`src/rtl/imem_loader_pkg.sv`:
```
// Shared types and frame constants for the IMEM boot loader.
package imem_loader_pkg;

    typedef enum logic [2:0] {
        IDLE,
        LEN,
        DATA,
        CSUM,
        DONE,
        ERR
    } state_t;

    // Frame layout: little-endian word count, payload, one-byte additive checksum.
    localparam int unsigned LEN_BYTES  = 4;
    localparam int unsigned CSUM_BYTES = 1;

    // One-hot byte-lane enable for a byte offset within a 32-bit word.
    function automatic logic [3:0] lane_mask(input logic [1:0] lane);
        return 4'b0001 << lane;
    endfunction

endpackage

```
`src/rtl/imem_loader_byte_writer.sv`:
```
// IMEM-facing write stage: turns one accepted payload byte into a single-cycle
// byte-lane write strobe on the following cycle.
module imem_byte_writer
    import imem_loader_pkg::*;
#(
    parameter int unsigned ADDR_W    = 14,
    parameter int unsigned BASE_ADDR = 0
) (
    input  logic              clk,
    input  logic              rst,
    input  logic              wr_en,
    input  logic [7:0]        wr_byte,
    input  logic [ADDR_W+1:0] wr_index,
    output logic [3:0]        imem_wea,
    output logic [ADDR_W-1:0] imem_addra,
    output logic [31:0]       imem_dina
);

    // Register the strobe; all IMEM outputs return to zero on non-write cycles.
    always_ff @(posedge clk) begin
        if (rst || !wr_en) begin
            imem_wea   <= '0;
            imem_addra <= '0;
            imem_dina  <= '0;
        end else begin
            imem_wea   <= lane_mask(wr_index[1:0]);
            imem_addra <= ADDR_W'(BASE_ADDR) + wr_index[ADDR_W+1:2];
            imem_dina  <= {4{wr_byte}};
        end
    end

endmodule

```
`src/rtl/imem_loader.sv`:
```
// Boot-time IMEM loader: receives a length/payload/checksum frame over a
// valid/ready byte stream, writes the payload into IMEM one lane at a time and
// holds the core at its reset PC until a good image is in place.
// Optional inter-byte idle timeout: define IMEM_LOADER_TIMEOUT_EN.
module imem_loader
    import imem_loader_pkg::*;
#(
    parameter int unsigned ADDR_W         = 14,
    parameter int unsigned BASE_ADDR      = 0,
    parameter int unsigned TIMEOUT_CYCLES = 1000000
) (
    input  logic              clk,
    input  logic              rst,
    input  logic              start,
    input  logic [7:0]        s_data,
    input  logic              s_valid,
    output logic              s_ready,
    output logic [3:0]        imem_wea,
    output logic [ADDR_W-1:0] imem_addra,
    output logic [31:0]       imem_dina,
    output logic              cpu_hold,
    output logic              busy,
    output logic              done,
    output logic              error
);

    localparam int unsigned IDX_W  = ADDR_W + 2;
    localparam int unsigned LCNT_W = $clog2(LEN_BYTES);
    localparam logic [32:0] MAX_WORDS = (33'd1 << ADDR_W) - 33'(BASE_ADDR);

    state_t state, state_nx;

    logic [LCNT_W-1:0]              len_cnt;
    logic [8*(LEN_BYTES-1)-1:0]     len_lo;
    logic [8*LEN_BYTES-1:0]         len_full;
    logic [IDX_W:0]                 len_bytes_total;
    logic [IDX_W-1:0]               byte_idx;
    logic [IDX_W-1:0]               last_idx;
    logic [8*CSUM_BYTES-1:0]        csum;
    logic                           accept;
    logic                           len_last;
    logic                           len_bad;
    logic                           data_last;
    logic                           timeout;

    // Stream handshake and frame-position decode.
    always_comb begin
        s_ready         = (state == LEN) || (state == DATA) || (state == CSUM);
        accept          = s_valid && s_ready;
        len_full        = {s_data, len_lo};
        len_last        = (len_cnt == LCNT_W'(LEN_BYTES - 1));
        len_bad         = (len_full == '0) || ({1'b0, len_full} > MAX_WORDS);
        len_bytes_total = {len_full[ADDR_W:0], 2'b00};
        data_last       = (byte_idx == last_idx);
    end

`ifdef IMEM_LOADER_TIMEOUT_EN
    logic [31:0] idle_cnt;

    // Idle counter runs only while waiting for stream bytes; any accepted byte restarts it.
    always_ff @(posedge clk) begin
        if (rst || !s_ready || accept) begin
            idle_cnt <= '0;
        end else begin
            idle_cnt <= idle_cnt + 32'd1;
        end
    end

    assign timeout = !accept && (idle_cnt == 32'(TIMEOUT_CYCLES - 1));
`else
    assign timeout = 1'b0;

    // TIMEOUT_CYCLES only matters to the timeout build; referenced here so it stays declared.
    if (TIMEOUT_CYCLES != 0) begin : g_timeout_unused
    end
`endif

    // FSM state register.
    always_ff @(posedge clk) begin
        if (rst) begin
            state <= IDLE;
        end else begin
            state <= state_nx;
        end
    end

    // Next-state and status outputs.
    always_comb begin
        state_nx = state;
        cpu_hold = 1'b0;
        busy     = 1'b0;
        done     = 1'b0;
        error    = 1'b0;
        case (state)
            IDLE: begin
                if (start) begin
                    state_nx = LEN;
                end
            end
            LEN: begin
                cpu_hold = 1'b1;
                busy     = 1'b1;
                if (accept && len_last) begin
                    state_nx = len_bad ? ERR : DATA;
                end else if (timeout) begin
                    state_nx = ERR;
                end
            end
            DATA: begin
                cpu_hold = 1'b1;
                busy     = 1'b1;
                if (accept && data_last) begin
                    state_nx = CSUM;
                end else if (timeout) begin
                    state_nx = ERR;
                end
            end
            CSUM: begin
                cpu_hold = 1'b1;
                busy     = 1'b1;
                if (accept) begin
                    state_nx = (s_data == csum) ? DONE : ERR;
                end else if (timeout) begin
                    state_nx = ERR;
                end
            end
            DONE: begin
                cpu_hold = 1'b1;
                done     = 1'b1;
                state_nx = IDLE;
            end
            ERR: begin
                cpu_hold = 1'b1;
                error    = 1'b1;
                if (start) begin
                    state_nx = LEN;
                end
            end
            default: begin
                state_nx = IDLE;
            end
        endcase
    end

    // Frame counters, length assembly and running checksum.
    always_ff @(posedge clk) begin
        if (rst) begin
            len_cnt  <= '0;
            len_lo   <= '0;
            byte_idx <= '0;
            last_idx <= '0;
            csum     <= '0;
        end else begin
            case (state)
                IDLE, ERR: begin
                    if (start) begin
                        len_cnt  <= '0;
                        len_lo   <= '0;
                        byte_idx <= '0;
                        csum     <= '0;
                    end
                end
                LEN: begin
                    if (accept) begin
                        len_cnt <= len_cnt + LCNT_W'(1);
                        len_lo  <= len_full[8*LEN_BYTES-1:8];
                        if (len_last) begin
                            last_idx <= len_bytes_total[IDX_W-1:0] - IDX_W'(1);
                        end
                    end
                end
                DATA: begin
                    if (accept) begin
                        byte_idx <= byte_idx + IDX_W'(1);
                        csum     <= csum + s_data;
                    end
                end
                default: begin
                end
            endcase
        end
    end

    imem_byte_writer #(
        .ADDR_W    (ADDR_W),
        .BASE_ADDR (BASE_ADDR)
    ) u_writer (
        .clk        (clk),
        .rst        (rst),
        .wr_en      (accept && (state == DATA)),
        .wr_byte    (s_data),
        .wr_index   (byte_idx),
        .imem_wea   (imem_wea),
        .imem_addra (imem_addra),
        .imem_dina  (imem_dina)
    );

endmodule

```
`config.mk`:
```
export PLATFORM = sky130hd
export DESIGN_NAME = imem_loader
export DESIGN_NICKNAME = d
export VERILOG_FILES = /design/src/rtl/imem_loader_pkg.sv /design/src/rtl/imem_loader_byte_writer.sv /design/src/rtl/imem_loader.sv
export SDC_FILE = /design/constraint.sdc
export NUM_CORES = 1
export LEC_CHECK = 0
export ABC_AREA = 1
export ABC_CLOCK_PERIOD_IN_PS = 2450
export CORE_MARGIN = 2
export CORE_UTILIZATION = 54
export CTS_CLUSTER_DIAMETER = 120
export DETAILED_ROUTE_END_ITERATION = 10
export HOLD_SLACK_MARGIN = 0.15
export PLACE_DENSITY = 0.8
export SLEW_MARGIN = 20
export SYNTH_ARGS = -nofsm -noshare
export SYNTH_HDL_FRONTEND = slang
export SYNTH_SLANG_ARGS = --single-unit
```
`constraint.sdc`:
```
create_clock -name clk -period 2.45 [get_ports clk]
set_input_delay 0.735 -clock clk [delete_from_list [all_inputs] [get_ports clk]]
set_output_delay 0.735 -clock clk [all_outputs]
set_load 0.05 [all_outputs]
```
==> impl_metrics.tcl <==
set metrics [dict create \
    synth_flop_cell "dfxtp_1" \
    max_cap_violations 0 \
    drc 0 \
    clk_pin_slew_ns 0.10 \
    fmax_mhz 434 \
    rows 33 \
    async_flop_share_pct 0 \
    worst-path-buf-inv 1 \
    nNetsFinal 712 \
    nFillCells 738 \
    dr_total_vias 4201 \
    cts.sinks 94 \
    swShare_pct 42.8 \
    hold_slack_ns 0.478 \
    yosys_warnings 0 \
    p_switching_w 0.00202 \
    ios 67 \
    cp-end-kind "output port" \
    ctsHoldBuffers 0 \
    core_area_um2 8180 \
    mostFrequentLayoutCell "nand2_1" \
    grt_antenna_before_repair 0 \
    io_buffers 66 \
    avgSynthCellArea_um2 7.22 \
    hold_depth 2 \
    ant_nets 0 \
    cp_cell_sequence "clkdlybuf4s50_1" \
    crit_required_ns 1.71 \
    cts_buffer_depth 2 \
    fin_crit_sh_pct 94.1 \
    cts_tree "built" \
    internal_power_w 0.00270 \
    leakage_nw 2.33 \
    vdd_ir_drop_max_mv 0.552 \
    hold_path_class "reg2reg" \
    comb_power_share_pct 40.4 \
    die_h_um 95.6 \
    synth-seq-cells 94 \
    wl_per_cell_um 13.4 \
    vias_per_cell 5.26 \
    drtIter0Drc 276 \
    die_w_um 95.6 \
    synthesis.nets 651 \
    final_cell_mix "nand2_1, nor2_1, dfxtp_1, inv_1, clkdlybuf4s50_1" \
    dieArea_um2 9130 \
    hold_viol_final 0 \
    grtUsageTotal_pct 24.7 \
    power_density_nw_per_um2 865 \
    fin_util_pct 66.8 \
    clk_latency_ns 0.38 \
    wl_um 10700 \
    max_stage_delay_ns 0.82 \
    antenna_cells 0 \
    synth_edf_count 0 \
    cts_buffers 9 \
    preCtsSetupSlack_ns -0.201 \
    layout-drive-gt1-share_pct 8.66 \
    cp.arrival_ns 1.57 \
    clockPowerShare_pct 21.7 \
    start_util_pct 55.4 \
    crit_type "reg2out" \
    syn-instance-count 627 \
    gp_congestion 0.904 \
    fin_ws_ns 0.144 \
    pwr-share-seq_pct 37.9 \
    grt_pass1_vias 3788 \
    finClkSkew_ns 0.0169 \
    grt_max_degree 41 \
    min_period_ns 2.31 \
    slowest_stage "clkdlybuf4s50_1" \
    relSlewSlack_pct 66.3 \
    ff2ff_path_depth 10 \
    synth_area_leader_cell "dfxtp_1" \
    yosys.area.top_type_share_pct 41.6 \
    htreeDepth 3 \
    yosysSeqAreaShare_pct 41.6 \
    setup.worst_path.start_class "flip-flop" \
    cts_root_buffer "clkbuf_8" \
    rsz0062_at_grt "no" \
    dr.pass1.iters 5 \
    post_cts_buffers 0 \
    setup_viol 0 \
    cts_resized 0 \
    yosys-top-cells-area "dfxtp_1, nand2_1, nor2_1, a21oi_1, inv_1" \
    status "complete, no violations" \
    path_depth 1 \
    cpLargestDelayFamily "buffers and inverters" \
    worstMarginPinSlew_ns 0.504 \
    grt_first_pass_wirelength_um 17600 \
    synthesis.area_um2 4530 \
    slew_viol_final 0 \
    grt_overflow 0 \
    area_delta_synth_final_pct 20.6 \
    synth.distinct_cells 32 \
    dpl.hpwl_um 8080 \
    crit_fanout 4 \
]
==> power groups by stage <==
stage / registers, W / clock network [W] / logic [W]
final: 0.00179 / 0.00103 / 0.00191
after global routing: 0.00181 / 0.00111 / 0.00212
after CTS: 0.00179 / 0.00104 / 0.00188
after detailed placement: 0.00182 / 0 / 0.00187
after global placement: 0.00182 / 0 / 0.00184
after floorplan: 0.00179 / 0 / 0.00139
==> state kept, by name (all words and copies together) (netlist names) <==
register	cells
u_writer.imem_dina	8
len_lo	24
u_writer.imem_addra	14
last_idx	15
byte_idx	16
len_cnt	2
u_writer.imem_wea	4
state	3
csum	8
==> cell usage after synthesis (2+ instances only) <==
master,number
nor2_1,94
nand2_1,115
a31oi_1,5
o21ai_1,2
a211oi_1,17
dfxtp_1,94
inv_1,72
nand3_1,32
buf_4,26
o211ai_1,2
buf_2,9
buf_1,2
inv_2,3
clkbuf_1,6
a22oi_1,3
xor2_1,15
nand4_1,7
a21oi_1,60
xnor2_1,2
nor3_1,8
o21ai_2,2
nand2_2,2
ha_1,11
o21ai_0,30
==> kinds of logic after synthesis <==
logic type / share of synthesized area [%]
XOR/XNOR: 3.29
buffers and inverters: 12.4
flip-flops: 41.6
AND/OR/NAND/NOR: 24.0
adder cells (fa/ha/maj): 3.48
AO/OA/AOI/OAI: 15.3
==> worst paths after layout <==
kind,slack [ns],startpoint,endpoint
max,0.14,u_writer.imem_dina[24],imem_dina[8]
min,0.48,csum[5],csum[5]
max reg2reg,0.51,state[0],byte_idx[15]
min reg2reg,0.48,csum[5],csum[5]
==> per-layer routing <==
layer	vias to the layer above	GRT usage [%]	share of wire [%]
met5	-	0	0
met2	162	38.5	44
met1	1898	34.1	47
met4	0	8.10	1.4
li1	2126	-	-
met3	15	5.22	7.3
==> final cells by class <==
class                           instances  area [um^2]  area share, %
Multi-Input combinational cell        414         2080           38.2
Sequential cell                        94         1880           34.5
Timing Repair Buffer                   94          883           16.2
Inverter                               75          282           5.16
Tap cell                              105          131           2.41
Clock buffer                            9          124           2.27
Clock inverter                          7         75.1           1.37
==> through the flow <==
stage / std cells / power, W / instance area [um^2] / TNS (ns)
6_report: 798 / 0.00472 / 5460 / 0
5_1_grt: 798 / 0.00504 / 5460 / 0
4_1_cts: 798 / 0.00471 / 5460 / 0
3_5_place_dp: 782 / 0.00369 / 5260 / -0.333
3_3_place_gp: 782 / 0.00365 / 5260 / -0.124
2_1_floorplan: 627 / 0.00317 / 4530 / 0
Power figures use the tool's default switching activity.
